==> src/rtl/data_sram_port.sv <==
`default_nettype none
// ============================================================================
// Module   : data_sram_port
// Brief    : req/gnt/rvalid slave port in front of a single-port synchronous
//            SRAM, one transaction in flight, optional wait states and
//            out-of-window error responses.
// Revision : 1.0 - initial release
// ============================================================================
module data_sram_port #(
    parameter logic [31:0] BASE_ADDR   = 32'h0001_0000,
    parameter int          SIZE_BYTES  = 65536,
    parameter int          WAIT_STATES = 0,
    localparam int         AW          = $clog2(SIZE_BYTES / 4)
) (
    input  logic          clk,
    input  logic          rst,
    input  logic          req_i,
    output logic          gnt_o,
    input  logic          we_i,
    input  logic [3:0]    be_i,
    input  logic [31:0]   addr_i,
    input  logic [31:0]   wdata_i,
    output logic          rvalid_o,
    output logic [31:0]   rdata_o,
    output logic          err_o,
    output logic          sram_cs_o,
    output logic          sram_we_o,
    output logic [3:0]    sram_be_o,
    output logic [AW-1:0] sram_addr_o,
    output logic [31:0]   sram_wdata_o,
    input  logic [31:0]   sram_rdata_i
);

    localparam logic [1:0]  c_st_idle   = 2'd0;
    localparam logic [1:0]  c_st_wait   = 2'd1;
    localparam logic [1:0]  c_st_access = 2'd2;
    localparam logic [1:0]  c_st_resp   = 2'd3;
    localparam logic [2:0]  c_ws_load   = (WAIT_STATES > 0) ? 3'(WAIT_STATES - 1) : 3'd0;
    localparam logic [31:0] c_size      = 32'(SIZE_BYTES);

    logic [1:0]    r_state;
    logic [2:0]    r_cnt;
    logic          r_we;
    logic [3:0]    r_be;
    logic [AW-1:0] r_addr;
    logic [31:0]   r_wdata;
    logic          r_rvalid;
    logic          r_err;
    logic          r_rd_resp;
    logic          r_sram_cs;
    logic          r_sram_we;
    logic [3:0]    r_sram_be;
    logic [AW-1:0] r_sram_addr;
    logic [31:0]   r_sram_wdata;

    logic [31:0]   w_off;
    logic          w_hit;
    logic          w_idle;
    logic          w_go_access;
    logic          w_nxt_we;
    logic [3:0]    w_nxt_be;
    logic [AW-1:0] w_nxt_addr;
    logic [31:0]   w_nxt_wdata;

    // Unsigned wrap makes addresses below the base land far outside the window.
    assign w_off  = addr_i - BASE_ADDR;
    assign w_hit  = w_off < c_size;
    assign w_idle = (r_state == c_st_idle);

    assign w_go_access = (w_idle && req_i && w_hit && (WAIT_STATES == 0)) ||
                         ((r_state == c_st_wait) && (r_cnt == 3'd0));

    // Zero-wait accesses launch straight from the request inputs.
    assign w_nxt_we    = w_idle ? we_i    : r_we;
    assign w_nxt_be    = w_idle ? be_i    : r_be;
    assign w_nxt_addr  = w_idle ? w_off[AW+1:2] : r_addr;
    assign w_nxt_wdata = w_idle ? wdata_i : r_wdata;

    always_ff @(posedge clk or negedge rst) begin
        if (!rst) begin
            r_state      <= c_st_idle;
            r_cnt        <= 3'd0;
            r_we         <= 1'b0;
            r_be         <= 4'd0;
            r_addr       <= '0;
            r_wdata      <= 32'd0;
            r_rvalid     <= 1'b0;
            r_err        <= 1'b0;
            r_rd_resp    <= 1'b0;
            r_sram_cs    <= 1'b0;
            r_sram_we    <= 1'b0;
            r_sram_be    <= 4'd0;
            r_sram_addr  <= '0;
            r_sram_wdata <= 32'd0;
        end else begin
            r_rvalid     <= 1'b0;
            r_err        <= 1'b0;
            r_rd_resp    <= 1'b0;
            r_sram_cs    <= 1'b0;
            r_sram_we    <= 1'b0;
            r_sram_be    <= 4'd0;
            r_sram_addr  <= '0;
            r_sram_wdata <= 32'd0;

            case (r_state)
                c_st_idle: begin
                    if (req_i) begin
                        r_we    <= we_i;
                        r_be    <= be_i;
                        r_addr  <= w_off[AW+1:2];
                        r_wdata <= wdata_i;
                        if (!w_hit) begin
                            r_state  <= c_st_resp;
                            r_rvalid <= 1'b1;
                            r_err    <= 1'b1;
                        end else if (WAIT_STATES > 0) begin
                            r_state <= c_st_wait;
                            r_cnt   <= c_ws_load;
                        end else begin
                            r_state <= c_st_access;
                        end
                    end
                end
                c_st_wait: begin
                    if (r_cnt == 3'd0) begin
                        r_state <= c_st_access;
                    end else begin
                        r_cnt <= r_cnt - 3'd1;
                    end
                end
                c_st_access: begin
                    r_state   <= c_st_resp;
                    r_rvalid  <= 1'b1;
                    r_rd_resp <= !r_we;
                end
                default: begin
                    r_state <= c_st_idle;
                end
            endcase

            if (w_go_access) begin
                // An all-lanes-off write completes without touching the macro.
                r_sram_cs    <= !(w_nxt_we && (w_nxt_be == 4'd0));
                r_sram_we    <= w_nxt_we;
                r_sram_be    <= w_nxt_be;
                r_sram_addr  <= w_nxt_addr;
                r_sram_wdata <= w_nxt_wdata;
            end
        end
    end

    assign gnt_o        = w_idle && rst;
    assign rvalid_o     = r_rvalid;
    assign err_o        = r_err;
    assign rdata_o      = r_rd_resp ? sram_rdata_i : 32'd0;
    assign sram_cs_o    = r_sram_cs;
    assign sram_we_o    = r_sram_we;
    assign sram_be_o    = r_sram_be;
    assign sram_addr_o  = r_sram_addr;
    assign sram_wdata_o = r_sram_wdata;

endmodule
`default_nettype wire

==> config.mk <==
export PLATFORM = sky130hd
export DESIGN_NAME = data_sram_port
export DESIGN_NICKNAME = d
export VERILOG_FILES = /design/src/rtl/data_sram_port.sv
export SDC_FILE = /design/constraint.sdc
export NUM_CORES = 1
export LEC_CHECK = 0
export ABC_CLOCK_PERIOD_IN_PS = 2200
export CORE_MARGIN = 4
export CORE_UTILIZATION = 43
export CTS_CLUSTER_SIZE = 28
export DETAILED_ROUTE_END_ITERATION = 8
export PLACE_DENSITY = 0.8
export SLEW_MARGIN = 25
export SYNTH_ARGS = -nofsm -noshare
export SYNTH_HDL_FRONTEND = slang
export SYNTH_SLANG_ARGS = --single-unit
export TNS_END_PERCENT = 50
==> constraint.sdc <==
create_clock -name clk -period 2.2 [get_ports clk]
set_input_delay 0.33 -clock clk [delete_from_list [all_inputs] [get_ports clk]]
set_output_delay 0.33 -clock clk [all_outputs]
set_load 0.02 [all_outputs]
# After elaboration in Yosys (flattened, before gate mapping)
# Cells that the tools add are included.
word_totals:
  reg_bits: 111
  input_bits: 104
  output_inout_bits: 87
op_classes:
  add_sub_neg: 2
  order_cmp: 1
  n_eq_ne: 4
  mux: 19
  bitwise: 1
  reduce_logical: 14
ops:
  columns: ["op", "n"]
  rows:
  - ["$mux W32", 3]
  - ["$lt A32 B17 Y1 const B", 1]
  - ["$sub A32 B17 Y32 const B", 1]
  - ["$mux W14", 2]
  - ["$mux W1", 8]
  - ["$mux W4", 2]
  - ["$pmux W2 S3", 1]
  - ["$reduce_and A2 Y1", 3]
  - ["$logic_and A1 B1 Y1", 5]
  - ["$logic_not A4 Y1", 1]
  - ["$mux W2", 2]
  - ["$logic_not A3 Y1", 1]
  - ["$sub A3 B1 Y3 const B", 1]
  - ["$eq A2 B1 Y1 const B", 1]
  - ["$eq A2 B2 Y1 const B", 1]
  - ["$logic_not A1 Y1", 2]
  - ["$logic_not A2 Y1", 1]
  - ["$ne A2 B1 Y1 const B", 1]
  - ["$ne A2 B2 Y1 const B", 1]
  - ["$pmux W1 S2", 1]
  - ["$logic_or A1 B1 Y1", 1]
  - ["$not A1 Y1", 1]

# Longest topological paths before layout
# Gate-level depths: netlist of run 1.
depth:
  depth_word: 6
  ltp_mapped: 7
  depth_no_buf: 6

# Worst setup path before layout of run 1
# OpenSTA, ideal clock, no wires.
synth_path:
  path_kind: "register -> register"
  startpoint: "reg r_state[0]"
  endpoint: "reg r_addr[0]"
  setup_ns: 0.125
  arrival_time_ns: 1.428
  required_time_ns: 2.075
  slack_ns: 0.647
  stages_incl_launch_ff: 7
  path_buffers: 3
  synth_period_minus_slack_ns: 1.553
  path_cell_list: "dfrtp_1 > buf_2 > nor2_4 > and2_1 > buf_4 > buf_6 > mux2_2"
synth_between:
  elab_chain_cells: 2
synth_lines:
  columns: ["element", "line", "source"]
  rows:
  - ["start: declaration", "41", "logic [1:0] r_state;"]
  - ["start signal: assignment", "81", "r_state <= c_st_idle;"]
  - ["start signal: assignment", "113", "r_state <= c_st_resp;"]
  - ["start signal: assignment", "117", "r_state <= c_st_wait;"]
  - ["$logic_not A2 Y1", "105", "case (r_state)"]
  - ["$reduce_and A2 Y1 (no line)", null, null]
  - ["end signal: assignment", "110", "r_addr <= w_off[AW+1:2];"]
  - ["end: declaration", "45", "logic [AW-1:0] r_addr;"]
# No other way between the ends.
# A chain may end at the register's enable or synchronous reset.

# Worst setup path in the final report of run 1
layout_path:
  startpoint: "reg r_rd_resp"
  endpoint: "out rdata_o[13]"
layout_between:
  elab_chain_cells: 1
layout_lines:
  columns: ["element", "line", "source"]
  rows:
  - ["start: declaration", "49", "logic r_rd_resp;"]
  - ["start signal: assignment", "134", "r_rd_resp <= !r_we;"]
  - ["$mux W32", "155", "assign rdata_o = r_rd_resp ? sram_rdata_i : 32'd0;"]
  - ["end: declaration", "24", "output logic [31:0] rdata_o,"]
# No other way between the ends.

==> results by group, run 1 <==
Power and ir drop
  • Register share of total power: 0.385
  • Comb pwr share: 0.466
  • Leakage: 2.96 nW
  • Clock power frac: 0.149
  • Sw Ratio: 0.374
  • Pwr dens: 1250 mW/mm^2
  • VDD IR max: 0.765 mV
  • Power, Total: 8.53 mW
  • P_sw: 3.18 mW
  • Internal Power: 5.34 mW

Floorplan
  • Die H: 111 um
  • Initial Util: 0.442
  • Die area: 0.0124 mm^2
  • Die W: 111 um
  • Core Area: 0.0104 mm^2
  • Row count: 37
  • I/O Pins: 191

Timing
  • Worst Slack Setup Final: 0.174 ns
  • Slew margin rel.: 0.519
  • RSZ-0062 raised after global routing: false
  • Worst hold margin: 0.0771 ns
  • Worst-margin pin slew: 0.722 ns
  • Final worst-path cycle share: 0.921
  • Final setup skew: 0.00878 ns
  • Sum of negative setup slack: 0 ns
  • Final Hold Vio Count: 0
  • Slew Viols, Final: 0
  • Final Critical Period: 2.03 ns
  • Endpoints failing setup: 0
  • Fmax: 494 MHz

Placed design
  • Final HPWL DP: 8830 um
  • Placer Congestion: 0.823
  • Dpl ws: 0.165 ns
  • Buffers on Ports: 188
  • Cell Area, Placed: 0.00659 mm^2

Global routing
  • Largest net degree at the start of global routing: 59
  • Vias in the first global route: 3842
  • Tot GR Track Use: 0.198
  • Met2 Usage GRT: 0.355
  • Initial antenna violation count: 0
  • First-pass GRT wire length: 19800 um
  • Met1 Use GR: 0.230
  • Global route overflow: 0
  • Gr busiest metal: met2
  • Met3 GRT Util: 0.0491

Worst setup path
  • FF-to-FF path depth: 4
  • Critical Path Sink Type: primary output
  • Crit path kind: flip-flop to primary output
  • Worst stage delay on the critical path: 0.63 ns
  • Req. time, crit path: 1.87 ns
  • CP Data Arrival Time: 1.70 ns
  • Cell Chain, Critical Path: buf_4 > and2_1 > clkdlybuf4s50_1
  • Setup crit start kind: flip-flop
  • Slowest stage cell, crit path: clkdlybuf4s50_1
  • CP max FO: 19

Yosys
  • Async S/R FF share, synth: 1.00
  • Synth area leader: dfrtp_1
  • Syn Area/Cell: 11.2 um^2
  • Synthesis Warnings: 0
  • Synth top area cells: dfrtp_1, mux2_2, nand2_1, a21oi_1, and2_1
  • Syn nets: 516
  • Proportion of netlist area held by the largest area contributor: 0.605
  • Sequential area share after synthesis: 0.605
  • Number of library cell types mapped by synthesis: 27
  • EDFF count, synth: 0
  • Post-synthesis instance total: 410
  • Synth Register Bits: 111
  • Post-synth top flop: dfrtp_1
  • Synth Cell Area: 0.00459 mm^2

Cells and area
  • FILL cells: 792
  • Commonest non-fill, non-tap cell in the layout: clkdlybuf4s50_1
  • Fin nets: 700
  • Number of diodes: 0
  • Design area: 0.00681 mm^2
  • Synth-to-Final Area Change: 48.4%
  • Most frequent cells in the layout: clkdlybuf4s50_1, dfrtp_1, nand2_1
  • Share of cells above drive strength 1: 0.142

CTS
  • Worst-Skew Late Latency: 0.37 ns
  • # clock sinks: 111
  • CTS tree: yes
  • Clock transition at path regs: 0.11 ns
  • Buffer type at the clock tree root: clkbuf_8
  • CTS buffer count: 9
  • Clk buf depth: 2
  • H-tree levels: 3

Routing
  • DR vias: 3622
  • Iteration-0 DRC count of the detailed router: 204
  • Total Wirelength: 12100 um
  • DR DRC count: 0
  • Routed length per instance: 16.5 um
  • Vias/cell: 4.93
  • Post-DRT Antenna Nets: 0
  • Drt first pass iters: 4

Hold path
  • Hold Crit Class: primary input to async pin

Outcome
  • Status: finished, final reports clean

Flow run
  • Max_cap viols: 0
==> layout make-up <==
| class | instances | area [um^2] | area share |
|---|---|---|---|
| clock buffer | 9 | 124 | 0.0182 |
| tap | 136 | 170 | 0.0250 |
| timing repair buffer | 199 | 1990 | 0.293 |
| sequential | 111 | 2780 | 0.408 |
| multi-input combinational | 271 | 1660 | 0.243 |
| clock inverter | 7 | 77.6 | 0.0114 |
| inverter | 2 | 7.51 | 0.00110 |
==> power by group through the flow <==
stage | combinational [mW] | sequential [mW] | clock (mW)
floorplan | 1.96 | 3.64 | 0
global placement | 3.89 | 3.29 | 0
detailed placement | 3.99 | 3.34 | 0
CTS | 4.00 | 3.30 | 1.30
global route | 4.31 | 3.38 | 1.39
finish | 3.97 | 3.28 | 1.27
==> through the flow <==
step / cells / utilization
after global placement: 718 / 0.636
after detailed placement: 718 / 0.636
final: 735 / 0.656
after floorplan: 410 / -
after global routing: 735 / 0.656
after CTS: 734 / 0.655
==> Yosys cell counts (2+ instances only) <==
| library cell | count |
|---|---|
| dfrtp_1 | 111 |
| nand2_1 | 105 |
| a21oi_1 | 52 |
| mux2_2 | 52 |
| and2_1 | 35 |
| clkbuf_1 | 13 |
| buf_2 | 7 |
| buf_6 | 5 |
| nor4_1 | 5 |
| nor2_1 | 4 |
| ha_1 | 2 |
| inv_1 | 2 |
| nand2b_1 | 2 |
| o21ai_0 | 2 |
==> flip-flops by register name, summed over array words and instances (netlist names) <==
name	cells
r_we	1
err_o	1
r_be	4
sram_be_o	4
r_rd_resp	1
sram_we_o	1
r_addr	14
r_state	2
r_cnt	3
sram_cs_o	1
sram_addr_o	14
r_wdata	32
sram_wdata_o	32
rvalid_o	1
==> logic make-up after synthesis <==
logic type | synth area share
compound gates | 0.0657
xor+xnor | 0.00191
fa+ha+maj | 0.00545
buf+inv | 0.0338
flops | 0.605
mux | 0.128
simple gates | 0.160
==> critical path: cells and delay by family, from the launching register on <==
family / cells / cell delay (ns)
DFF: 1 / 0.38
and+or+nand+nor: 1 / 0.14
buffers and inverters: 2 / 0.81
==> worst paths after layout <==
kind	start	end	slack, ns
worst max-delay path	r_rd_resp	rdata_o[13]	0.17
worst min-delay path	rst	sram_be_o[0]	0.08
worst max register to register	r_state[0]	sram_be_o[3]	0.41
worst min register to register	r_cnt[0]	r_cnt[0]	0.49
max in group asynchronous	rst	r_rd_resp	1.60
min in group clk	r_cnt[0]	r_cnt[0]	0.49
==> what timing repair did <==
action	4_1_cts	5_1_grt
gates cloned	0	0
buffers inserted	0	1
hold buffers	0	0
setup endpoints to repair	19	19
gates resized for setup	1	2
pin swaps	0	0
==> metal layers <==
metal	wire length (um)	vias to the layer above	part of all wire
met5	0	-	0
met4	147	0	0.012
met3	734	12	0.061
met2	6450	131	0.53
met1	4770	1767	0.39
li1	-	1712	-
Note: power is estimated with default switching activity, not from simulation.
==> run 2, diff against run 1 <==
CAP_MARGIN = 5   (was not set)
CORE_MARGIN = 2   (was 4)
==> run 2 against run 1 <==
  * Sequential share of layout area is 0.12 points lower
  * Non-clock buffer count stayed put
  * Sequential power hardly changed
  * Worst setup slack worse by 0.090 ns
  * Worst hold slack worse by 0.012 ns
  * First-iteration DRC count is 36% lower
  * Largest power group unchanged
==> results by group, run 2 (synthesis results as in run 1) <==
Routing
  • DR vias: 3722 (+2.8%)
  • Routed length per instance: 15.9 um (-3.5%)
  • DR DRC count: 0 (unchanged)
  • Vias/cell: 5.06 (+2.8%)
  • Drt first pass iters: 5 (+1)
  • Post-DRT Antenna Nets: 0 (unchanged)
  • Iteration-0 DRC count of the detailed router: 131 (-36%)
  • Total Wirelength: 11700 um (-3.5%)

Timing
  • Final setup skew: 0.00987 ns (+0.00109 ns)
  • Final worst-path cycle share: 0.961 (+0.0407)
  • Slew Viols, Final: 0 (unchanged)
  • RSZ-0062 raised after global routing: false
  • Slew margin rel.: 0.501 (-0.0178)
  • Worst-margin pin slew: 0.748 ns (+0.0267 ns)
  • Final Critical Period: 2.12 ns (+0.0896 ns)
  • Endpoints failing setup: 0 (unchanged)
  • Final Hold Vio Count: 0 (unchanged)
  • Fmax: 473 MHz (-4.2%)
  • Sum of negative setup slack: 0 ns (unchanged)

CTS
  • CTS buffer count: 9 (unchanged)
  • Clk buf depth: 2 (unchanged)
  • H-tree levels: 3 (unchanged)
  • Post-CTS Hold Buffers: 0 (unchanged)
  • Buffer type at the clock tree root: clkbuf_8
  • Worst-Skew Late Latency: 0.37 ns (about the same)
  • CTS tree: yes
  • Clock transition at path regs: 0.10 ns (about the same)
  • # clock sinks: 111 (unchanged)

Placed design
  • Buffers on Ports: 188 (unchanged)
  • Final HPWL DP: 8390 um (-5.0%)
  • Placer Congestion: 0.783 (-4.9%)

Power and ir drop
  • Pwr dens: 1240 mW/mm^2 (-0.99%)
  • Leakage: 2.93 nW (-0.87%)
  • VDD IR max: 0.606 mV (-21%)

Cells and area
  • FILL cells: 809 (+2.1%)
  • Synth-to-Final Area Change: 48.8%
  • Fin nets: 700 (unchanged)
  • Number of diodes: 0 (unchanged)
  • Commonest non-fill, non-tap cell in the layout: clkdlybuf4s50_1
  • Area of the multi-input gates: 0.00166 mm^2 (unchanged)
  • Storage cell area: 0.00278 mm^2 (unchanged)
  • Most frequent cells in the layout: clkdlybuf4s50_1, dfrtp_1, nand2_1
  • Share of cells above drive strength 1: 0.142 (unchanged)
  • Final core utilization: 0.661 (+0.00488)

Worst setup path
  • Crit path kind: flip-flop to primary output
  • CP Data Arrival Time: 1.79 ns (+0.09 ns)
  • Cell Chain, Critical Path: nor2_4 > and2_1 > clkdlybuf4s50_1
  • Slowest stage cell, crit path: clkdlybuf4s50_1
  • Worst stage delay on the critical path: 0.63 ns (about the same)
  • Critical Path Sink Type: primary output
  • Setup crit start kind: flip-flop
  • CP max FO: 8 (-11)
  • Req. time, crit path: 1.87 ns (about the same)

Global routing
  • Vias in the first global route: 3875 (+0.86%)
  • Global route overflow: 0 (unchanged)
  • Largest net degree at the start of global routing: 62 (+5.1%)
  • First-pass GRT wire length: 18500 um (-6.3%)
  • Tot GR Track Use: 0.208 (+0.0106)
  • Initial antenna violation count: 0 (unchanged)

Floorplan
  • Row count: 37 (unchanged)
  • Core Area: 0.0103 mm^2 (-0.45%)
  • Initial Util: 0.444 (+0.00198)
  • Die area: 0.0115 mm^2 (-7.1%)
  • I/O Pins: 191 (unchanged)
  • Die W: 107 um (-3.6%)
  • Die H: 107 um (-3.6%)

Flow run
  • Max_cap viols: 0 (unchanged)

Hold path
  • Hold Crit Class: primary input to async pin

Outcome
  • Status: finished, final reports clean
run 2: power breakdown:
| group | switching (mW) | total (mW) | leakage, nW | internal, mW |
|---|---|---|---|---|
| registers | 0.413 | 3.29 | 1.41 | 2.87 |
| clock network | 0.700 | 1.16 | 0.0992 | 0.462 |
| logic | 2.04 | 4.02 | 1.42 | 1.97 |
| total | 3.16 | 8.47 | 2.93 | 5.31 |
run 2: cell type report:
cell class	count	area share
clock buffer	10	0.0202
clock inverter	6	0.00751
inverter	2	0.00110
multi-input combinational	271	0.243
sequential	111	0.407
tap	136	0.0249
timing repair buffer	199	0.297
run 2: critical path, delay by kind of cell, from the launching register on:
| family | cells | cell delay, ns |
|---|---|---|
| simple gates | 2 | 0.30 |
| buf+inv | 1 | 0.63 |
| flops | 1 | 0.49 |
run 2: worst paths after layout:
check	from	endpoint	slack (ns)	depth (start not counted)
max reg2reg	r_state[0]	sram_wdata_o[2]	0.42	4
max in group asynchronous	rst	r_wdata[22]	1.58	2
min	rst	r_we	0.07	2
max	r_state[0]	gnt_o	0.08	3
min reg2reg	r_cnt[0]	r_cnt[0]	0.48	1
min in group clk	r_cnt[0]	r_cnt[0]	0.48	1
run 2: stage by stage:
step / cells / power [mW] / setup slack [ns] / hold WS [ns] / area (um^2)
6_report: 735 / 8.47 / 0.0848 / 0.0654 / 6830
3_5_place_dp: 717 / 7.36 / 0.209 / 0.464 / 6620
3_3_place_gp: 717 / 7.20 / 0.237 / 0.462 / 6620
4_1_cts: 733 / 8.53 / 0.0458 / 0.0846 / 6810
2_1_floorplan: 410 / 5.60 / 0.647 / 0.0344 / 4590
5_1_grt: 735 / 9.03 / 0.0221 / 0.114 / 6830
run 2: timing repair:
| action | in CTS | in global routing |
|---|---|---|
| gates cloned | 0 | 0 |
| setup buffers | 0 | 2 |
| setup endpoints to repair | 6 | 1 |
| gates resized for setup | 1 | 0 |
run 2: per-layer routing:
layer	GRT usage	up-vias	part of all wire
li1	-	1714	-
met1	0.228	1844	0.37
met2	0.379	146	0.53
met3	0.0684	18	0.082
met4	0.0696	0	0.020
met5	0	-	0
==> run 3, diff against run 2 <==
CORE_UTILIZATION = 45   (was 43)
DONT_BUFFER_PORTS = 1   (was not set)
PLACE_DENSITY = not set   (was 0.8)
==> run 3 against run 2 <==
  * The flow now finishes with violations (negative hold slack)
  * Highest routed layer unchanged
  * First-iteration DRC count increased by 9.9%
  * Largest power group is now sequential cells
  * Die area decreased by 4.3%
  * Global-route usage decreased by 3.1 points
  * Cell count decreased by 26%
  * Worst setup slack improved by 0.094 ns
  * Flip-flop and latch count unchanged
==> results by group, run 3 (synthesis results as in run 1) <==
Cells and area
  • Synth-to-Final Area Change: 7.28%
  • FILL cells: 891 (+10%)
  • Commonest non-fill, non-tap cell in the layout: dfrtp_1
  • Fin nets: 509 (-27%)
  • Number of diodes: 0 (unchanged)
  • Most frequent cells in the layout: dfrtp_1, nand2_1, a21oi_1, mux2_2, and2_1
  • Share of cells above drive strength 1: 0.194 (+0.0517)
  • Design area: 0.00492 mm^2 (-28%)

Worst setup path
  • CP Data Arrival Time: 1.69 ns (-0.10 ns)
  • Reg2reg setup slack: 0.26 ns (-0.16 ns)
  • Req. time, crit path: 1.87 ns (about the same)
  • CP Launch Point: r_state[0]
  • Setup crit start kind: flip-flop
  • Critical Path Sink Type: primary output
  • Worst R2R Start: r_state[0]
  • Crit path kind: flip-flop to primary output
  • CP max FO: 53 (+45)

Global routing
  • Largest net degree at the start of global routing: 113 (+82%)
  • Initial antenna violation count: 0 (unchanged)
  • Met2 Usage GRT: 0.295 (-0.0834)
  • Tot GR Track Use: 0.178 (-0.0309)
  • Global route overflow: 0 (unchanged)
  • Vias in the first global route: 2898 (-25%)
  • Met1 Use GR: 0.209 (-0.0189)
  • Gr busiest metal: met2
  • Met3 GRT Util: 0.0599 (-0.00851)
  • First-pass GRT wire length: 15100 um (-19%)

Timing
  • Slew margin rel.: 0.517 (+0.0157)
  • Sum of negative setup slack: 0 ns (unchanged)
  • Worst hold margin: -0.373 ns (-0.439 ns)
  • Slew Viols, Final: 0 (unchanged)
  • RSZ-0062 raised after global routing: false
  • Final Hold Vio Count: 111 (+111)
  • Fmax: 495 MHz (+4.7%)
  • Endpoints failing setup: 0 (unchanged)
  • Final Critical Period: 2.02 ns (-0.0944 ns)
  • Final worst-path cycle share: 0.919 (-0.0429)
  • Worst-margin pin slew: 0.725 ns (-0.0236 ns)
  • Final setup skew: 0.00996 ns (+0.0000881 ns)

Routing
  • Drt first pass iters: 4 (-1)
  • Total Wirelength: 9700 um (-17%)
  • DR vias: 2912 (-22%)
  • DR DRC count: 0 (unchanged)
  • Vias/cell: 5.38 (+6.3%)
  • Iteration-0 DRC count of the detailed router: 144 (+9.9%)
  • Routed length per instance: 17.9 um (+13%)
  • Post-DRT Antenna Nets: 0 (unchanged)

CTS
  • # clock sinks: 111 (unchanged)
  • CTS buffer count: 9 (unchanged)
  • Clk buf depth: 2 (unchanged)
  • Clock transition at path regs: 0.11 ns (about the same)
  • Worst-Skew Late Latency: 0.38 ns (about the same)
  • Post-CTS Setup Bufs: 0 (unchanged)
  • H-tree levels: 3 (unchanged)
  • CTS tree: yes
  • Buffer type at the clock tree root: clkbuf_8

Outcome
  • Failing checks: negative hold slack
  • Status: finished, violations left

Power and ir drop
  • Power, Total: 7.44 mW (-12%)
  • VDD IR max: 0.588 mV (-3.0%)
  • Leakage: 2.22 nW (-24%)
  • Pwr dens: 1510 mW/mm^2 (+22%)

Hold path
  • Hold Crit Class: primary input to async pin

Floorplan
  • Die W: 105 um (-2.2%)
  • Initial Util: 0.467 (+0.0228)
  • I/O Pins: 191 (unchanged)
  • Row count: 36 (-2.7%)
  • Die area: 0.0110 mm^2 (-4.3%)
  • Die H: 105 um (-2.2%)
  • Core Area: 0.00982 mm^2 (-4.9%)

Placed design
  • Placer Congestion: 0.782 (-0.19%)
  • Buffers on Ports: 0 (-100%)
  • Final HPWL DP: 6360 um (-24%)
  • Cell Area, Placed: 0.00469 mm^2 (-29%)

Flow run
  • Max_cap viols: 0 (unchanged)
[run 3: path summary, 6_finish.rpt]
kind                                    end  cells past startpoint
worst min-delay path             r_addr[13]                      0
min in group clk                  sram_cs_o                      1
worst max register to register  r_wdata[10]                      4
worst min register to register     r_cnt[1]                      2
worst max-delay path                  gnt_o                      3
max in group asynchronous        r_wdata[5]                      0
[run 3: routing by layer]
layer	vias up	part of all wire	routed length [um]
met5	-	0	0
met4	0	0.020	197
met3	15	0.078	754
met2	126	0.49	4790
met1	1436	0.41	3950
li1	1335	-	-
[run 3: metrics by stage]
| stage | instances | worst slack [ns] | util |
|---|---|---|---|
| floorplan | 410 | 0.647 | - |
| global route | 541 | 0.0918 | 0.501 |
| CTS | 541 | 0.0212 | 0.501 |
| detailed placement | 525 | 0.304 | 0.477 |
| finish | 541 | 0.179 | 0.501 |
| global placement | 524 | 0.0394 | 0.475 |
[run 3: power by group]
group,switching (mW),leakage [nW],total [mW],internal [mW]
Sequential,0.912,1.42,3.79,2.87
Clock,0.721,0.115,1.39,0.664
Combinational,1.29,0.691,2.27,0.972
[run 3: worst max-delay path: stages, from the launching register on]
cell and delay (ns):
dfrtp_1 0.47, nor2_4 0.14, buf_6 0.38, and2_1 0.31
[run 3: final cells by class]
| type | count | area (um^2) | area share |
|---|---|---|---|
| Inverter | 2 | 7.51 | 0.00153 |
| Multi-Input combinational cell | 271 | 1660 | 0.337 |
| Tap cell | 133 | 166 | 0.0338 |
| Timing Repair Buffer | 8 | 83.8 | 0.0170 |
| Sequential cell | 111 | 2780 | 0.564 |
| Clock inverter | 6 | 103 | 0.0208 |
| Clock buffer | 10 | 128 | 0.0259 |
[run 3: timing repair]
item / CTS / global route
endpoints found under the hold margin: 111 / 111
resized for setup: 0 / 1
endpoints found under the setup margin: 0 / 1
